$ cat src/rtl/lsu_stage.sv
// Load/store stage for the rv32i core: formats one memory access, runs a single
// outstanding req/ack transaction and returns the extended load result or a fault.
module lsu_stage #(
    parameter int unsigned TIMEOUT_CYCLES = 256
) (
    input  logic        clk,
    input  logic        rst,
    input  logic        start,
    input  logic        is_load,
    input  logic        is_store,
    input  logic [2:0]  funct3,
    input  logic [31:0] addr,
    input  logic [31:0] store_data,
    output logic        busy,
    output logic        done,
    output logic [31:0] load_data,
    output logic [1:0]  fault_code,
    output logic        mem_req,
    output logic        mem_we,
    output logic [31:0] mem_addr,
    output logic [31:0] mem_wdata,
    output logic [3:0]  mem_wstrb,
    input  logic        mem_ack,
    input  logic [31:0] mem_rdata
);
    // Handshake: mem_req and its payload hold steady until the edge that sees
    // mem_ack=1; that edge completes the transfer and mem_rdata is taken then.
    typedef enum logic [1:0] {IDLE = 2'd0, REQ = 2'd1, DONE = 2'd2} state_t;

    localparam logic [15:0] TO_LAST = 16'(TIMEOUT_CYCLES - 1);

    state_t      state, state_nx;
    logic [15:0] cnt, cnt_nx;
    logic [1:0]  lane, lane_nx;
    logic [2:0]  f3_q, f3_nx;
    logic        store_q, store_nx;
    logic        busy_nx, done_nx, req_nx, we_nx;
    logic [31:0] load_nx, maddr_nx, wdata_nx;
    logic [1:0]  fault_nx;
    logic [3:0]  wstrb_nx;

    logic        accept, legal, misaligned;
    logic [3:0]  strb_fmt;
    logic [31:0] wdata_fmt, load_fmt;
    logic [7:0]  rbyte;
    logic [15:0] rhalf;

    // Request-side decode and formatting from the live inputs, response-side
    // formatting from the lane/funct3 captured at accept.
    always_comb begin
        accept = (state == IDLE) && start && (is_load ^ is_store);

        case (funct3)
            3'b000, 3'b001, 3'b010: legal = 1'b1;
            3'b100, 3'b101:         legal = is_load;
            default:                legal = 1'b0;
        endcase

        case (funct3[1:0])
            2'b01:   misaligned = addr[0];
            2'b10:   misaligned = |addr[1:0];
            default: misaligned = 1'b0;
        endcase

        case (funct3[1:0])
            2'b00: begin
                strb_fmt  = 4'b0001 << addr[1:0];
                wdata_fmt = {4{store_data[7:0]}};
            end
            2'b01: begin
                strb_fmt  = 4'b0011 << addr[1:0];
                wdata_fmt = {2{store_data[15:0]}};
            end
            default: begin
                strb_fmt  = 4'b1111;
                wdata_fmt = store_data;
            end
        endcase

        case (lane)
            2'd0:    rbyte = mem_rdata[7:0];
            2'd1:    rbyte = mem_rdata[15:8];
            2'd2:    rbyte = mem_rdata[23:16];
            default: rbyte = mem_rdata[31:24];
        endcase
        rhalf = lane[1] ? mem_rdata[31:16] : mem_rdata[15:0];

        case (f3_q)
            3'b000:  load_fmt = {{24{rbyte[7]}}, rbyte};
            3'b001:  load_fmt = {{16{rhalf[15]}}, rhalf};
            3'b010:  load_fmt = mem_rdata;
            3'b100:  load_fmt = {24'd0, rbyte};
            3'b101:  load_fmt = {16'd0, rhalf};
            default: load_fmt = 32'd0;
        endcase
        if (store_q) load_fmt = 32'd0;
    end

    always_comb begin
        state_nx = state;
        cnt_nx   = cnt;
        lane_nx  = lane;
        f3_nx    = f3_q;
        store_nx = store_q;
        done_nx  = 1'b0;
        load_nx  = load_data;
        fault_nx = fault_code;
        req_nx   = mem_req;
        we_nx    = mem_we;
        maddr_nx = mem_addr;
        wdata_nx = mem_wdata;
        wstrb_nx = mem_wstrb;

        case (state)
            IDLE: begin
                if (accept) begin
                    lane_nx  = addr[1:0];
                    f3_nx    = funct3;
                    store_nx = is_store;
                    cnt_nx   = 16'd0;
                    load_nx  = 32'd0;
                    if (!legal) begin
                        state_nx = DONE;
                        fault_nx = 2'b10;
                    end else if (misaligned) begin
                        state_nx = DONE;
                        fault_nx = 2'b01;
                    end else begin
                        state_nx = REQ;
                        fault_nx = 2'b00;
                        req_nx   = 1'b1;
                        we_nx    = is_store;
                        maddr_nx = {addr[31:2], 2'b00};
                        wdata_nx = is_store ? wdata_fmt : 32'd0;
                        wstrb_nx = is_store ? strb_fmt : 4'b0000;
                    end
                end
            end
            REQ: begin
                if (mem_ack) begin
                    state_nx = DONE;
                    done_nx  = 1'b1;
                    load_nx  = load_fmt;
                    fault_nx = 2'b00;
                    req_nx   = 1'b0;
                    we_nx    = 1'b0;
                    wstrb_nx = 4'b0000;
                end else if (cnt == TO_LAST) begin
                    state_nx = DONE;
                    done_nx  = 1'b1;
                    load_nx  = 32'd0;
                    fault_nx = 2'b11;
                    req_nx   = 1'b0;
                    we_nx    = 1'b0;
                    wstrb_nx = 4'b0000;
                end else begin
                    cnt_nx = cnt + 16'd1;
                end
            end
            default: begin
                // Fault paths arrive here with done low and pulse it one edge later.
                if (done) state_nx = IDLE;
                else      done_nx  = 1'b1;
            end
        endcase

        busy_nx = (state_nx != IDLE);
    end

    always_ff @(posedge clk or posedge rst) begin
        if (rst) begin
            state      <= IDLE;
            cnt        <= 16'd0;
            lane       <= 2'd0;
            f3_q       <= 3'd0;
            store_q    <= 1'b0;
            busy       <= 1'b0;
            done       <= 1'b0;
            load_data  <= 32'd0;
            fault_code <= 2'b00;
            mem_req    <= 1'b0;
            mem_we     <= 1'b0;
            mem_addr   <= 32'd0;
            mem_wdata  <= 32'd0;
            mem_wstrb  <= 4'b0000;
        end else begin
            state      <= state_nx;
            cnt        <= cnt_nx;
            lane       <= lane_nx;
            f3_q       <= f3_nx;
            store_q    <= store_nx;
            busy       <= busy_nx;
            done       <= done_nx;
            load_data  <= load_nx;
            fault_code <= fault_nx;
            mem_req    <= req_nx;
            mem_we     <= we_nx;
            mem_addr   <= maddr_nx;
            mem_wdata  <= wdata_nx;
            mem_wstrb  <= wstrb_nx;
        end
    end
endmodule

$ cat config.mk
export PLATFORM = sky130hd
export DESIGN_NAME = lsu_stage
export DESIGN_NICKNAME = d
export VERILOG_FILES = /design/src/rtl/lsu_stage.sv
export SDC_FILE = /design/constraint.sdc
export NUM_CORES = 1
export LEC_CHECK = 0
export BUFFER_PORTS_ARGS = -buffer_cell sky130_fd_sc_hd__buf_4
export CORE_ASPECT_RATIO = 0.6
export CORE_MARGIN = 8
export CORE_UTILIZATION = 35
export CTS_CLUSTER_SIZE = 24
export DETAILED_ROUTE_END_ITERATION = 10
export GPL_ROUTABILITY_DRIVEN = 0
export PLACE_DENSITY_LB_ADDON = 0.12
export SLEW_MARGIN = 20
export SYNTH_ARGS = -nofsm -noshare
export SYNTH_HDL_FRONTEND = slang
export SYNTH_SLANG_ARGS = --single-unit
$ cat constraint.sdc
create_clock -name clk -period 9.6 [get_ports clk]
set_input_delay 0.96 -clock clk [delete_from_list [all_inputs] [get_ports clk]]
set_output_delay 0.96 -clock clk [all_outputs]
set_load 0.02 [all_outputs]
==> summary.md <==
| Metric | Value |
|---|---|
| Top-area cell type share of the netlist area | `0.496` |
| Post-synth cell types | `56` |
| Vias per inst | `between 5 and 6` |
| Core ar. | `18,100 um^2` |
| I/O pins | `about 210` |
| Pwr Density | `289 nW/um^2` |
| WS Path Type | `input pin to flop` |
| Syn Area/Cell | `around 11 um^2` |
| Final Net Count | `886` |
| Crit. End Element | `flop` |
| R2r endpoint | `mem_addr[3]` |
| Row Count | `38` |
| Most frequent cell on the critical path | `buf_4` |
| P_sw | `between 0.0009 and 0.001 W` |
| Hold Fails Final Rpt | `0` |
| Pins over their slew limit | `0` |
| H-tree levels | `4` |
| Cell Area, Synth | `about 6500 um^2` |
| CP arrival | `~3600 ps` |
| Post-CTS setup repair buffer count | `0` |
| Clock Skews | `9.63 ps` |
| RSZ-0062 raised after global routing | `no` |
| Vias | `5,539` |
| Hold Slack | `497 ps` |
| Root Driver | `clkbuf_16` |
| Pre-antenna DRT Iters | `5` |
| Post-DP HPWL | `15,300 um` |
| Fraction of layout cells with a size suffix above 1 | `0.403` |
| Worst vdd ir | `131 uV` |
| Die H | `121 um` |
| Vias in the first global route | `5,746` |
| EDFF count, synth | `0` |
| Die X | `191 um` |
| Largest area contributor in the netlist | `dfrtp_1` |
| Clk buf depth | `2` |
| Reg clk slew, reported paths | `60 ps` |
| Total CTS buffers | `17` |
| # clock sinks | `128` |
| Port buffer count | `208` |
| Initial antenna violation count | `0` |
| P&R area growth vs syn | `35.8%` |
| Pint | `0.00157 W` |
| DRT iter0 DRCs | `482` |
| Largest cells by area after synthesis | `dfrtp_1 (50%), mux2_2 (9.6%), mux2i_1 (3.9%)` |
| Clk Latency, worst-skew pair | `between 400 and 500 ps` |
| Placed Area | `roughly 8200 um^2` |
| Period utilization | `0.346` |
| Warnings from Yosys | `0` |
| Slowest stage cell, crit path | `nand3_1` |
| Pin count of the biggest net entering global routing | `79` |
| CTS Hold Bufs | `0` |
| R2R depth | `5` |
| Number of synthesized register bits | `between 100 and 150` |
| DRC | `0` |
| Comb power frac | `0.404` |
| Worst Tran Pin Value | `1010 ps` |
| Switch share | `0.381` |
| Maxcap violations | `0` |
| Final wirelength | `about 20,000 um` |
| Synth Instances | `586` |
| Critical Path Start Type | `input pin` |
| LEAKAGE | `4.12 nW` |
| Clock share of power | `0.254` |
| Fmax achieved | `roughly 300 MHz` |
| Die area | `23,200 um^2` |
| CP cell instances | `buf_4 > xor2_1 > nand3_1 > nor3_4 > buf_4 > mux2_2` |
| Async set-reset flop share out of synthesis | `1.00` |
| Hold Path Stages | `1` |
| Worst rel slew slack | `0.327` |
| Finished Cell Area | `8770 um^2` |
| TritonCTS clock tree | `done` |
| Tmin final | `3320 ps` |
| Starting Density | `0.357` |
| Antenna Nets Post-Route | `0` |
| RR Startpoint | `state[0]` |
| First-pass GRT wire length | `~32,000 um` |
| Ant. Diodes | `0` |
| Worst hold path type | `flop to flop` |
| R2R Setup Slk | `about 6400 ps` |
| WL/cell | `19.7 um` |
| Tot GR Track Use | `0.176` |
| Non-filler cells, final | `roughly 1,000` |
| CP peak stage delay | `690 ps` |
| Sequential power share | `0.342` |
| Pwr Total | `0.00253 W` |
| Status | `finished clean` |
| Post-cts gate resize count | `0` |
| Endpoints failing setup | `0` |
| Cell with the most instances after synthesis | `dfrtp_1` |
| Synth cell count leaders | `dfrtp_1 (128), mux2_2 (55), nor2_1 (49)` |
| Hold path startpoint | `load_data[2]` |
| CP max FO | `62` |
| Sequential area share after synthesis | `0.496` |
| Synth Flop Type | `dfrtp_1` |
| Total gr overflow | `0` |
| Placed cells | `998` |
| Worst Hold Path EP | `load_data[2]` |
| Req. time, crit path | `approximately 9900 ps` |
| Fin Setup TNS | `0 ps` |
## through the flow
step                utilization  worst slack (ps)
floorplan                     -              5230
global placement          0.452              5950
CTS                       0.485              6270
global route              0.485              6060
detailed placement        0.452              5830
finish                    0.485              6280
## cell type report
cell class	instances	area (um^2)
Fill cell	1720	9300
Sequential cell	128	3200
Multi-Input combinational cell	392	2980
Timing Repair Buffer	212	1600
Clock buffer	17	425
Tap cell	240	300
Clock inverter	15	160
Inverter	26	100
## power groups by stage
stage | sequential [W] | combinational, W | clock, W
2_1_floorplan | 0.00101 | 0.000457 | 0
3_3_place_gp | 0.000863 | 0.00101 | 0
3_5_place_dp | 0.000872 | 0.00103 | 0
4_1_cts | 0.000865 | 0.00103 | 0.000660
5_1_grt | 0.000895 | 0.00110 | 0.000681
6_report | 0.000866 | 0.00102 | 0.000643
## sequential cells by signal, summed over array words and instances, names as in the netlist, 2 cells and up
| register | count |
|---|---|
| cnt | 16 |
| mem_addr | 30 |
| mem_wstrb | 4 |
| lane | 2 |
| fault_code | 2 |
| f3_q | 3 |
| load_data | 32 |
| mem_wdata | 32 |
| state | 2 |
## per-layer routing
metal	track usage	share of wire	up-vias
li1	-	-	2543
met5	0	0	-
met2	0.255	0.44	212
met1	0.246	0.47	2766
met3	0.0594	0.079	18
met4	0.0484	0.0084	0
## kinds of logic (layout without fill, tap and decap cells)
| kind of cell | count (synthesis) | after routing | share of synthesized area |
|---|---|---|---|
| muxes | 92 | 92 | 0.170 |
| DFF | 128 | 128 | 0.496 |
| AOI/OAI and AO/OA | 136 | 136 | 0.157 |
| xor gates and xnor gates | 1 | 1 | 0.00136 |
| adders and majority gates | 4 | 4 | 0.00775 |
| and+or+nand+nor | 157 | 157 | 0.122 |
| other | 1 | 2 | 0.000581 |
| buffers and inverters | 67 | 270 | 0.0461 |
## placed cells by master (no fill, tap or decap), types with 15 or more instances in the layout
| cell | netlist | layout |
|---|---|---|
| nor2_1 | 49 | 49 |
| o2bb2ai_1 | 16 | 16 |
| a221oi_1 | 15 | 15 |
| dfrtp_1 | 128 | 128 |
| o21ai_0 | 37 | 37 |
| buf_4 | 8 | 211 |
| clkbuf_16 | 0 | 17 |
| mux2_2 | 55 | 55 |
| mux2i_1 | 25 | 25 |
| nand2_1 | 47 | 47 |
| inv_1 | 25 | 24 |
| a22o_1 | 24 | 24 |
## critical path, delay by kind of cell
kind,cells,cell delay (ps)
xor+xnor,1,260
mux,1,410
buf+inv,2,900
simple gates,2,1010
## worst max-delay path by stage
stage,startpoint,end,slack [ps]
final,is_store,mem_addr[3],6280
after detailed placement,is_store,mem_addr[30],5830
after floorplan,rst,busy,5230
after CTS,is_store,mem_addr[30],6270
after global routing,is_store,mem_addr[2],6060
after global placement,is_store,mem_wdata[16],5950
Note: power is estimated with default switching activity, not from simulation.
